===== config.mk =====
export PLATFORM = sky130hd
export DESIGN_NAME = sensor_conditioner
export DESIGN_NICKNAME = d
export VERILOG_FILES = /design/src/rtl/irrig_pkg.sv /design/src/rtl/debounce_cell.sv /design/src/rtl/sensor_conditioner.sv
export SDC_FILE = /design/constraint.sdc
export NUM_CORES = 1
export LEC_CHECK = 0
export CAP_MARGIN = 20
export CORE_UTILIZATION = 51
export CTS_CLUSTER_SIZE = 10
export DETAILED_ROUTE_END_ITERATION = 10
export PLACE_DENSITY = 0.69
export SYNTH_ARGS = -nofsm -noshare
export SYNTH_HDL_FRONTEND = slang
export SYNTH_HIERARCHICAL = 1
export SYNTH_SLANG_ARGS = --single-unit

===== constraint.sdc =====
create_clock -name clk -period 2.9 [get_ports clk]
set_input_delay 0.58 -clock clk [delete_from_list [all_inputs] [get_ports clk]]
set_output_delay 0.58 -clock clk [all_outputs]
set_load 0.02 [all_outputs]

===== src/rtl/irrig_pkg.sv =====
`default_nettype none
// ============================================================================
//  irrig_pkg
//  Shared constants and sensor-vector index map for the irrigation controller.
//  Revision: 1.0
// ============================================================================
package irrig_pkg;

    localparam int TICK_DIV_DEF = 50000;
    localparam int DB_TICKS_DEF = 20;
    localparam int N_SENS       = 7;

    typedef enum logic [2:0] {
        IDX_H  = 3'd0,
        IDX_M  = 3'd1,
        IDX_L  = 3'd2,
        IDX_UA = 3'd3,
        IDX_US = 3'd4,
        IDX_T  = 3'd5,
        IDX_S  = 3'd6
    } sens_idx_e;

endpackage
`default_nettype wire


===== src/rtl/debounce_cell.sv =====
`default_nettype none
// ============================================================================
//  debounce_cell
//  2-FF synchroniser plus tick-sampled debouncer for one raw input.
//  Revision: 1.0
// ============================================================================
module debounce_cell
    import irrig_pkg::*;
#(
    parameter int DB_TICKS = DB_TICKS_DEF
) (
    input  logic clk,
    input  logic rst,
    input  logic tick,
    input  logic din,
    output logic dout
);

    localparam int            CW       = $clog2(DB_TICKS) + 1;
    localparam logic [CW-1:0] CNT_LAST = CW'(DB_TICKS - 1);

    logic          sync1_q;
    logic          sync2_q;
    logic [CW-1:0] cnt_q;
    logic [CW-1:0] cnt_d;
    logic          out_q;
    logic          out_d;

    // The count never passes CNT_LAST: it either flips the output or clears.
    always_comb begin
        cnt_d = cnt_q;
        out_d = out_q;
        if (tick) begin
            if (sync2_q != out_q) begin
                if (cnt_q >= CNT_LAST) begin
                    out_d = ~out_q;
                    cnt_d = '0;
                end else begin
                    cnt_d = cnt_q + 1'b1;
                end
            end else begin
                cnt_d = '0;
            end
        end
    end

    always_ff @(posedge clk or posedge rst) begin
        if (rst) begin
            sync1_q <= 1'b0;
            sync2_q <= 1'b0;
            cnt_q   <= '0;
            out_q   <= 1'b0;
        end else begin
            sync1_q <= din;
            sync2_q <= sync1_q;
            cnt_q   <= cnt_d;
            out_q   <= out_d;
        end
    end

    assign dout = out_q;

endmodule
`default_nettype wire


===== src/rtl/sensor_conditioner.sv =====
`default_nettype none
// ============================================================================
//  sensor_conditioner
//  Synchronises and debounces the field sensors, toggles the display select.
//  Revision: 1.0
// ============================================================================
module sensor_conditioner
    import irrig_pkg::*;
#(
    parameter int TICK_DIV = TICK_DIV_DEF,
    parameter int DB_TICKS = DB_TICKS_DEF
) (
    input  logic clk,
    input  logic rst,
    input  logic H_raw,
    input  logic M_raw,
    input  logic L_raw,
    input  logic Ua_raw,
    input  logic Us_raw,
    input  logic T_raw,
    input  logic S_btn,
    output logic H,
    output logic M,
    output logic L,
    output logic Ua,
    output logic Us,
    output logic T,
    output logic S,
    output logic ready,
    output logic tick
);

    localparam int            PW       = $clog2(TICK_DIV);
    localparam logic [PW-1:0] PRE_LAST = PW'(TICK_DIV - 1);
    localparam int            RW       = $clog2(DB_TICKS) + 1;
    localparam logic [RW-1:0] RDY_LAST = RW'(DB_TICKS - 1);

    logic [PW-1:0]     pre_q;
    logic [PW-1:0]     pre_d;
    logic              tick_q;
    logic [RW-1:0]     rdy_cnt_q;
    logic              ready_q;
    logic              btn_prev_q;
    logic              sel_q;
    logic [N_SENS-1:0] raw_vec;
    logic [N_SENS-1:0] db_vec;

    always_comb begin
        raw_vec         = '0;
        raw_vec[IDX_H]  = H_raw;
        raw_vec[IDX_M]  = M_raw;
        raw_vec[IDX_L]  = L_raw;
        raw_vec[IDX_UA] = Ua_raw;
        raw_vec[IDX_US] = Us_raw;
        raw_vec[IDX_T]  = T_raw;
        raw_vec[IDX_S]  = S_btn;
    end

    assign pre_d = (pre_q == PRE_LAST) ? '0 : pre_q + 1'b1;

    // tick is registered from the next count so it is high exactly while pre_q sits at PRE_LAST.
    always_ff @(posedge clk or posedge rst) begin
        if (rst) begin
            pre_q  <= '0;
            tick_q <= 1'b0;
        end else begin
            pre_q  <= pre_d;
            tick_q <= (pre_d == PRE_LAST);
        end
    end

    generate
        for (genvar g = 0; g < N_SENS; g++) begin : g_cells
            debounce_cell #(
                .DB_TICKS (DB_TICKS)
            ) u_cell (
                .clk  (clk),
                .rst  (rst),
                .tick (tick_q),
                .din  (raw_vec[g]),
                .dout (db_vec[g])
            );
        end
    endgenerate

    always_ff @(posedge clk or posedge rst) begin
        if (rst) begin
            btn_prev_q <= 1'b0;
            sel_q      <= 1'b0;
            rdy_cnt_q  <= '0;
            ready_q    <= 1'b0;
        end else begin
            btn_prev_q <= db_vec[IDX_S];
            sel_q      <= sel_q ^ (db_vec[IDX_S] & ~btn_prev_q);
            if (tick_q) begin
                if (rdy_cnt_q == RDY_LAST) begin
                    ready_q <= 1'b1;
                end else begin
                    rdy_cnt_q <= rdy_cnt_q + 1'b1;
                end
            end
        end
    end

    assign H     = db_vec[IDX_H];
    assign M     = db_vec[IDX_M];
    assign L     = db_vec[IDX_L];
    assign Ua    = db_vec[IDX_UA];
    assign Us    = db_vec[IDX_US];
    assign T     = db_vec[IDX_T];
    assign S     = sel_q;
    assign ready = ready_q;
    assign tick  = tick_q;

endmodule
`default_nettype wire


# After elaboration in Yosys (flattened, before gate mapping)
# Index checks and enable logic that the tools add are counted.
# classes
addsub	9
order_cmp	7
eq_ne	10
muxes	15
bitwise	11
reduce_logical	9
# op_table
op	count
6-bit 2-to-1 mux	14
6-bit by 1-bit adder with 6-bit output (second input constant)	8
6-bit by 5-bit greater-or-equal comparator with 1-bit output (second input constant)	7
16-bit equality test (second input constant)	2
3-bit AND reduction	7
16-bit by 1-bit adder with 16-bit output (second input constant)	1
16-bit 2-to-1 mux	1
1-bit NOT	9
1-bit != test	7
6-bit by 5-bit equality test with 1-bit output (second input constant)	1
2-bit AND reduction	2
1-bit bitwise AND	1
1-bit XOR	1
# word_totals
ff_bits	89
input_bits	9
output_inout_bits	9
word_cells	95

# Logic depth before layout (Yosys ltp)
# depth
word_depth	3
mapped_depth	6
depth_no_buf	6

# Cells and area by module
# The synthesis kept the hierarchy.
# modules_own_cells
module	n_inst	cells_each	area_each_um2	seq_area_each_um2
debounce_cell	7	38	421.7	225.2
sensor_conditioner	1	122	1326.3	650.6

# Worst setup path before layout
# No wires, ideal clock.
# synth_path
path_type	register to register
start	register pre_q[0]
end	register tick_q (netlist: tick)
setup_ns	0.099
arrival_time_ns	1.774
t_required_ns	2.801
setup_slack_ns	1.026
path_stages_with_launch	7
n_path_buf	0
period_less_slack_ns	1.874
cell_sequence	dfrtp_1 ha_1 and3_1 nand4_2 xnor2_1 or4_1 a311oi_1
# synth_between
elab_chain_cells	3
word_cells_on_any_way	4
classes_between	add/sub (1); eq/ne (2); mux (1)
# synth_rtl
element	line_no	source
start: declaration	sensor_conditioner.sv:38	logic [PW-1:0] pre_q;
start signal: assignment	sensor_conditioner.sv:67	pre_q <= pre_d;
16-bit by 1-bit adder with 16-bit output / 16-bit equality test (equally long branches)	sensor_conditioner.sv:59	assign pre_d = (pre_q == PRE_LAST) ? '0 : pre_q + 1'b1;
16-bit 2-to-1 mux *	sensor_conditioner.sv:59	
via pre_d[12]	sensor_conditioner.sv:39	logic [PW-1:0] pre_d;
16-bit equality test *	sensor_conditioner.sv:68	tick_q <= (pre_d == PRE_LAST);
end signal: assignment	sensor_conditioner.sv:68	
end: declaration	sensor_conditioner.sv:40	logic tick_q;
# Mark *: on every way through the listed nets, which the timed path passes. The rest lies on a longest branch.
# A chain may end at the register's enable or synchronous reset.

# Worst setup path after layout
# Ends and elaborated chain as after synthesis.

==> results.toml <==
[critical_path]
crit_chain = "ha_1 -> and3_1 -> nand4_2 -> xnor2_1 -> or4_1 -> a311oi_1"
cp.arrival_ps = 2340
critPathTopFamily = "simple AND/OR/NAND/NOR gates"
required_ps = 3150
crit_path_max_incr_delay_ps = 520
worst-path-buf-inv = 0
critPathLaunchType = "flop"
crit_path_max_fanout = 6
critPathSlowestCell = "or4_1"
path_class = "flop to flop"
reg2reg_slack_ps = 820
crit_path_end_kind = "flop"

[flow_run]
drv_cap = 0

[route]
wl_per_cell_um = 13.6
drt-total-wl_um = 7040
drtIter0Drc = 96
vias = 2800
post-route-drc-count = 0
viasPerCell = 5.39
ant_nets = 0
drtPass1Iterations = 4

[cells_and_area]
drive_gt1_share_pct = 13.5
antenna_cells = 0
syn2layout_area_growth_pct = 11.1
nFillCells = 703
fin_nets = 427
multi_input_area_um2 = 1850
seq_area_um2 = 2230

[clock_tree]
cts-resized-gates = 0
clock_sinks = 89
clock_latency_ps = 350
cts_buffers = 9
cts_tree = "built"
path_clk_slew_ps = 90
clock_path_buffers = 2
post_cts_buffers = 0
htree_levels = 3
root_buffer = "clkbuf_8"
cts-hold-fix-buffers = 0

[synthesis]
synth_top_family_by_area = "simple AND/OR/NAND/NOR gates"
muxShareOfSynthArea_pct = 5.38
avgSynthCellArea_um2 = 11.0
synth_nets = 406
synthAdderAreaFrac_pct = 2.63
synthArstFlopShare_pct = 100
synth-compound-area-share_pct = 11.1
yosys_warnings = 6
synth-simple-area-share_pct = 18.9
synthCells = 388
syn_area_um2 = 4280
synth_edf_count = 0
synthFlopType = "dfrtp_1"
synthDistinctLibCells = 44
ys_ff_latch = 89
yosysSeqAreaShare_pct = 52.1
synth_xor_area_share_pct = 5.32

[global_route]
grt_overflow_total = 0
grt_max_degree = 55
grt_usage_pct = 18.2
grt_pass1_vias = 2831
antenna_found_initial = 0
grt_first_pass_wirelength_um = 12500

[timing]
period_share_pct = 71.9
tightest_slew_ps = 481
setup_tns_ps = 0
fmax_mhz = 480
slew_headroom_pct = 67.7
worst_clock_skew_ps = 9.63
setup_viol = 0
finalMaxSlewViolations = 0
rsz0062_at_grt = "no"
fin_crit_ps = 2080
hold_viol_final = 0

[die]
die-height_um = 93.6
start_util_pct = 52.3
boundaryPins = 18
die_area_um2 = 8760
fp.coreArea_um2 = 8180
rows = 33
die_w_um = 93.6

[power_and_ir_drop]
power_density_nw_per_um2 = 458
p_total_uw = 2180
irDropWorstVdd_mv = 0.316
leakagePower_uw = 0.00218

[place]
place.gp.congestion = 0.845
numPortBuffers = 17
place_hpwl_um = 4860

[outcome]
outcome = "completed"

[hold_path]
min_path_type = "flop to flop"
[kinds of logic after synthesis]
family                     Yosys count
buffers and inverters               48
muxes                               22
adders and majority gates            9
and+or+nand+nor                    125
AOI/OAI and AO/OA                   69
xor gates and xnor gates            26
DFF                                 89
[through the flow]
stage	utilization (%)	hold WS, ps	setup slack (ps)	area, um2	instances
finish	58.1	355	815	4750	519
global placement	55.6	333	924	4550	503
global route	58.1	365	637	4750	519
floorplan	-	331	1030	4280	388
CTS	58.1	358	806	4750	519
detailed placement	55.6	338	828	4550	503
[routing by layer]
| metal | global-route usage (%) | vias to the layer above | wire (um) |
|---|---|---|---|
| met3 | 3.41 | 7 | 196 |
| met1 | 24.4 | 1369 | 3450 |
| met2 | 29.4 | 27 | 3290 |
| li1 | - | 1397 | - |
| met5 | 0 | - | 0 |
| met4 | 6.92 | 0 | 106 |
[registers in the layout, indices dropped and copies added, names as in the netlist]
signal and flops:
g_cells.u_cell/cnt_q 42, pre_q 16, g_cells.u_cell/dout 7, g_cells.u_cell/sync1_q 7
g_cells.u_cell/sync2_q 7, rdy_cnt_q 6, S 1, btn_prev_q 1
ready 1, tick 1
[cells in the final DEF, fill, tap and decap left out, types with 3 or more instances in the layout]
| master | Yosys | final |
|---|---|---|
| and2b_2 | 7 | 7 |
| nor2b_1 | 16 | 16 |
| nand4_1 | 8 | 8 |
| o21ai_0 | 9 | 9 |
| xnor2_1 | 16 | 16 |
| dfrtp_1 | 89 | 88 |
| nand2b_1 | 15 | 15 |
| clkbuf_8 | 0 | 10 |
| o21ai_2 | 7 | 7 |
| clkdlybuf4s50_1 | 0 | 17 |
| nand3_1 | 20 | 20 |
| nand2_1 | 13 | 13 |
| xor2_1 | 10 | 10 |
| o22ai_1 | 29 | 29 |
| inv_1 | 38 | 38 |
| or3_4 | 7 | 7 |
| o31a_1 | 7 | 7 |
| mux2_2 | 8 | 8 |
| nand3b_1 | 7 | 7 |
| buf_4 | 1 | 3 |
| mux2i_1 | 14 | 14 |
| o21a_1 | 7 | 7 |
| ha_1 | 9 | 9 |
| nor2_1 | 14 | 14 |
[synth_stat cells (10+ instances only)]
master / n / area [um2]
nor2b_1: 16 / 100
dfrtp_1: 89 / 2230
nand3_1: 20 / 100
xnor2_1: 16 / 140
nor2_1: 14 / 52.6
inv_1: 38 / 143
mux2i_1: 14 / 140
xor2_1: 10 / 87.6
o22ai_1: 29 / 181
nand2b_1: 15 / 93.8
nand2_1: 13 / 48.8
[worst paths after layout]
path,from,end,depth (start not counted)
min in group asynchronous,rst,g_cells[2].u_cell/sync1_q,2
max in group asynchronous,rst,tick,3
hold reg to reg,g_cells[1].u_cell/sync1_q,g_cells[1].u_cell/sync2_q,0
setup / recovery,pre_q[0],tick,6
setup reg to reg,pre_q[0],tick,6
hold / removal,g_cells[1].u_cell/sync1_q,g_cells[1].u_cell/sync2_q,0
[layout make-up]
cell class,instances,area share (%)
clock buffers,10,2.90
clock inverters,6,1.40
inverters,38,3.00
multi-input cells,251,39.0
flip-flops and latches,89,46.9
well taps,105,2.77
repair buffers,20,4.06
[worst reg2reg max path, stage by stage (launching register included)]
cell      delay, ps
dfrtp_1         430
ha_1            260
and3_1          250
nand4_2         120
xnor2_1         160
or4_1           520
a311oi_1        250
[power breakdown]
part / internal [uW] / switching [uW]
clock: 425 / 441
combinational: 21.9 / 36.6
sequential: 1250 / 4.43
total: 1700 / 482
Power figures use the tool's default switching activity.
==> variant: new RTL, config.mk and constraints unchanged <==
The package constant `TICK_DIV_DEF` goes from 50000 to 200000.
--- a/src/rtl/irrig_pkg.sv
+++ b/src/rtl/irrig_pkg.sv
@@ -6,7 +6,7 @@
 // ============================================================================
 package irrig_pkg;
 
-    localparam int TICK_DIV_DEF = 50000;
+    localparam int TICK_DIV_DEF = 200000;
     localparam int DB_TICKS_DEF = 20;
     localparam int N_SENS       = 7;
 
Function: same outputs for any inputs over 10 cycles, from zero or initial values and one cycle with rst high; that may be too few to reach the edited logic, so the function may still have changed.
==> variant against the original RTL <==
Sequential cell count grew 2; power grew 6.1%; clock skew grew 0.00071 ns; design area grew 2.2%; worst setup slack gained 0.13 ns; register-to-register slack gained 0.13 ns; synthesized area grew 1.1%; global-route usage grew 0.30 points; wire length grew 4.6%; final cell count grew 0.77%.
==> variant: results (changes against the original RTL) <==
placement:
  port-buffer-count: 17  # unchanged
  dp_cells: 507  # +0.80%
  place.gp.congestion: 0.875  # +3.5%
  dp_hpwl_um: 4970  # +2.4%
grt:
  antenna_found_initial: 0  # unchanged
  grt_use_met3: 0.0429  # +0.00873
  met1_usage: 0.236  # -0.00730
  grt_first_pass_wirelength_um: 12700  # +1.4%
  grt_pass1_vias: 2801  # -1.1%
  grt.total_usage: 0.185  # +0.00304
  grt_max_degree: 90  # +64%
  groute.layer.met2.usage: 0.300  # +0.00637
sta:
  fin_skew_ns: 0.0103  # +0.000713 ns
  worst_pin_slew_ns: 0.787  # +0.306 ns
route:
  vias_per_cell: 5.46  # +1.2%
  drt_iter0_markers: 126  # +31%
  dr.pass1.iters: 6  # +2
  wl_per_cell_um: 14.1  # +3.8%
worst_setup_path:
  arrival_ns: 1.38  # -0.96 ns
  worst_r2r_path_depth: 5  # -1
  crit_family: "buffers and inverters"
  path_max_fanout: 3  # -3
  r2r-end: "pre_q[1]"
  r2r_slack_ns: 0.95  # +0.13 ns
  critPathSlowestCell: "clkdlybuf4s50_1"
  slowest_delay_ns: 0.65  # +0.13 ns
  critPathCapture: "L"
  crit_start: "g_cells[2].u_cell/dout"
  reg2reg_from: "pre_q[6]"
status:
  status: "finished clean"
power:
  p_sw_uw: 495  # +2.8%
  ir_worst_vdd_mv: 0.269  # -15%
  p_leak_nw: 2.21  # +1.4%
yosys:
  synth.area.top_cells: "dfrtp_1 53%, o22ai_1 4.2%, xnor2_1 4.0%"
  yosys-top-cells-count: "91 x dfrtp_1, 38 x inv_1, 29 x o22ai_1, 23 x nand3_1, 20 x xnor2_1"
  postSynth.asyncResetShare: 1.00  # unchanged
  ys_seq_area_frac: 0.526  # +0.00585
  synth_cell_types: 36  # -18%
  ys.flop_type: "dfrtp_1"
  syn_avg_cell_area_um2: 11.1  # +0.85%
  syn_nets: 407  # +0.25%
clock_network:
  ctsLongestPathBuffers: 2  # unchanged
  htreeDepth: 3  # unchanged
  cts.clk_slew.worst_paths_ns: 0.09  # about the same
  cts-root-buf: "clkbuf_8"
  cts_setup_buffers: 0  # unchanged
  post_cts_resized: 0  # unchanged
  insertion_delay_ns: 0.36
hold_path:
  hp-class: "flop to flop"
  hold_start: "g_cells[4].u_cell/sync1_q"
  min_to: "g_cells[4].u_cell/sync2_q"
final_layout:
  diodes: 0  # unchanged
  drive_gt1_frac: 0.134  # -0.00129
  fill_cells: 694  # -1.3%
  fin_nets: 431  # +0.94%
  top_regs: "g_cells.u_cell/cnt_q x42, pre_q x18"
  fin_cells: 523  # +0.77%
variant: kinds of logic after synthesis:
kind of cell	count (synthesis)	synth area share
AOI/OAI and AO/OA	59	0.0943
xor gates and xnor gates	31	0.0628
adders and majority gates	9	0.0260
buffers and inverters	45	0.0391
DFF	91	0.526
muxes	23	0.0555
and+or+nand+nor	131	0.196
variant: layout make-up:
| class | count | share of cell area |
|---|---|---|
| Multi-Input combinational cell | 253 | 0.387 |
| Tap cell | 105 | 0.0271 |
| Clock inverter | 6 | 0.0193 |
| Timing Repair Buffer | 20 | 0.0397 |
| Clock buffer | 10 | 0.0283 |
| Sequential cell | 91 | 0.469 |
| Inverter | 38 | 0.0294 |
variant: through the flow:
| stage | hold WS, ns | power [mW] | cell area, µm² | worst slack (ns) |
|---|---|---|---|---|
| after floorplan | 0.331 | 1.34 | 4330 | 1.20 |
| after global placement | 0.333 | 1.37 | 4620 | 1.01 |
| after detailed placement | 0.340 | 1.37 | 4620 | 0.962 |
| after CTS | 0.355 | 2.36 | 4860 | 0.929 |
| after global routing | 0.370 | 2.41 | 4860 | 0.813 |
| final | 0.351 | 2.31 | 4860 | 0.944 |
variant: power groups by stage:
stage | Combinational (mW) | Sequential [mW] | Clock, mW
global placement | 0.0622 | 1.31 | 0
floorplan | 0.0372 | 1.31 | 0
CTS | 0.0633 | 1.28 | 1.01
finish | 0.0605 | 1.28 | 0.970
global route | 0.0694 | 1.28 | 1.06
detailed placement | 0.0628 | 1.31 | 0
variant: layer usage:
layer	up-vias	wire (µm)
li1	1403	-
met1	1402	3480
met2	37	3550
met3	14	186
met4	0	148
met5	-	0
variant: worst register-to-register path, cell delays in order, from the launching register on:
cell and delay, ns:
dfrtp_1 0.43, nor2_1 0.12, nand2_1 0.08, or4b_4 0.53, nor4_4 0.54, nor2b_1 0.11
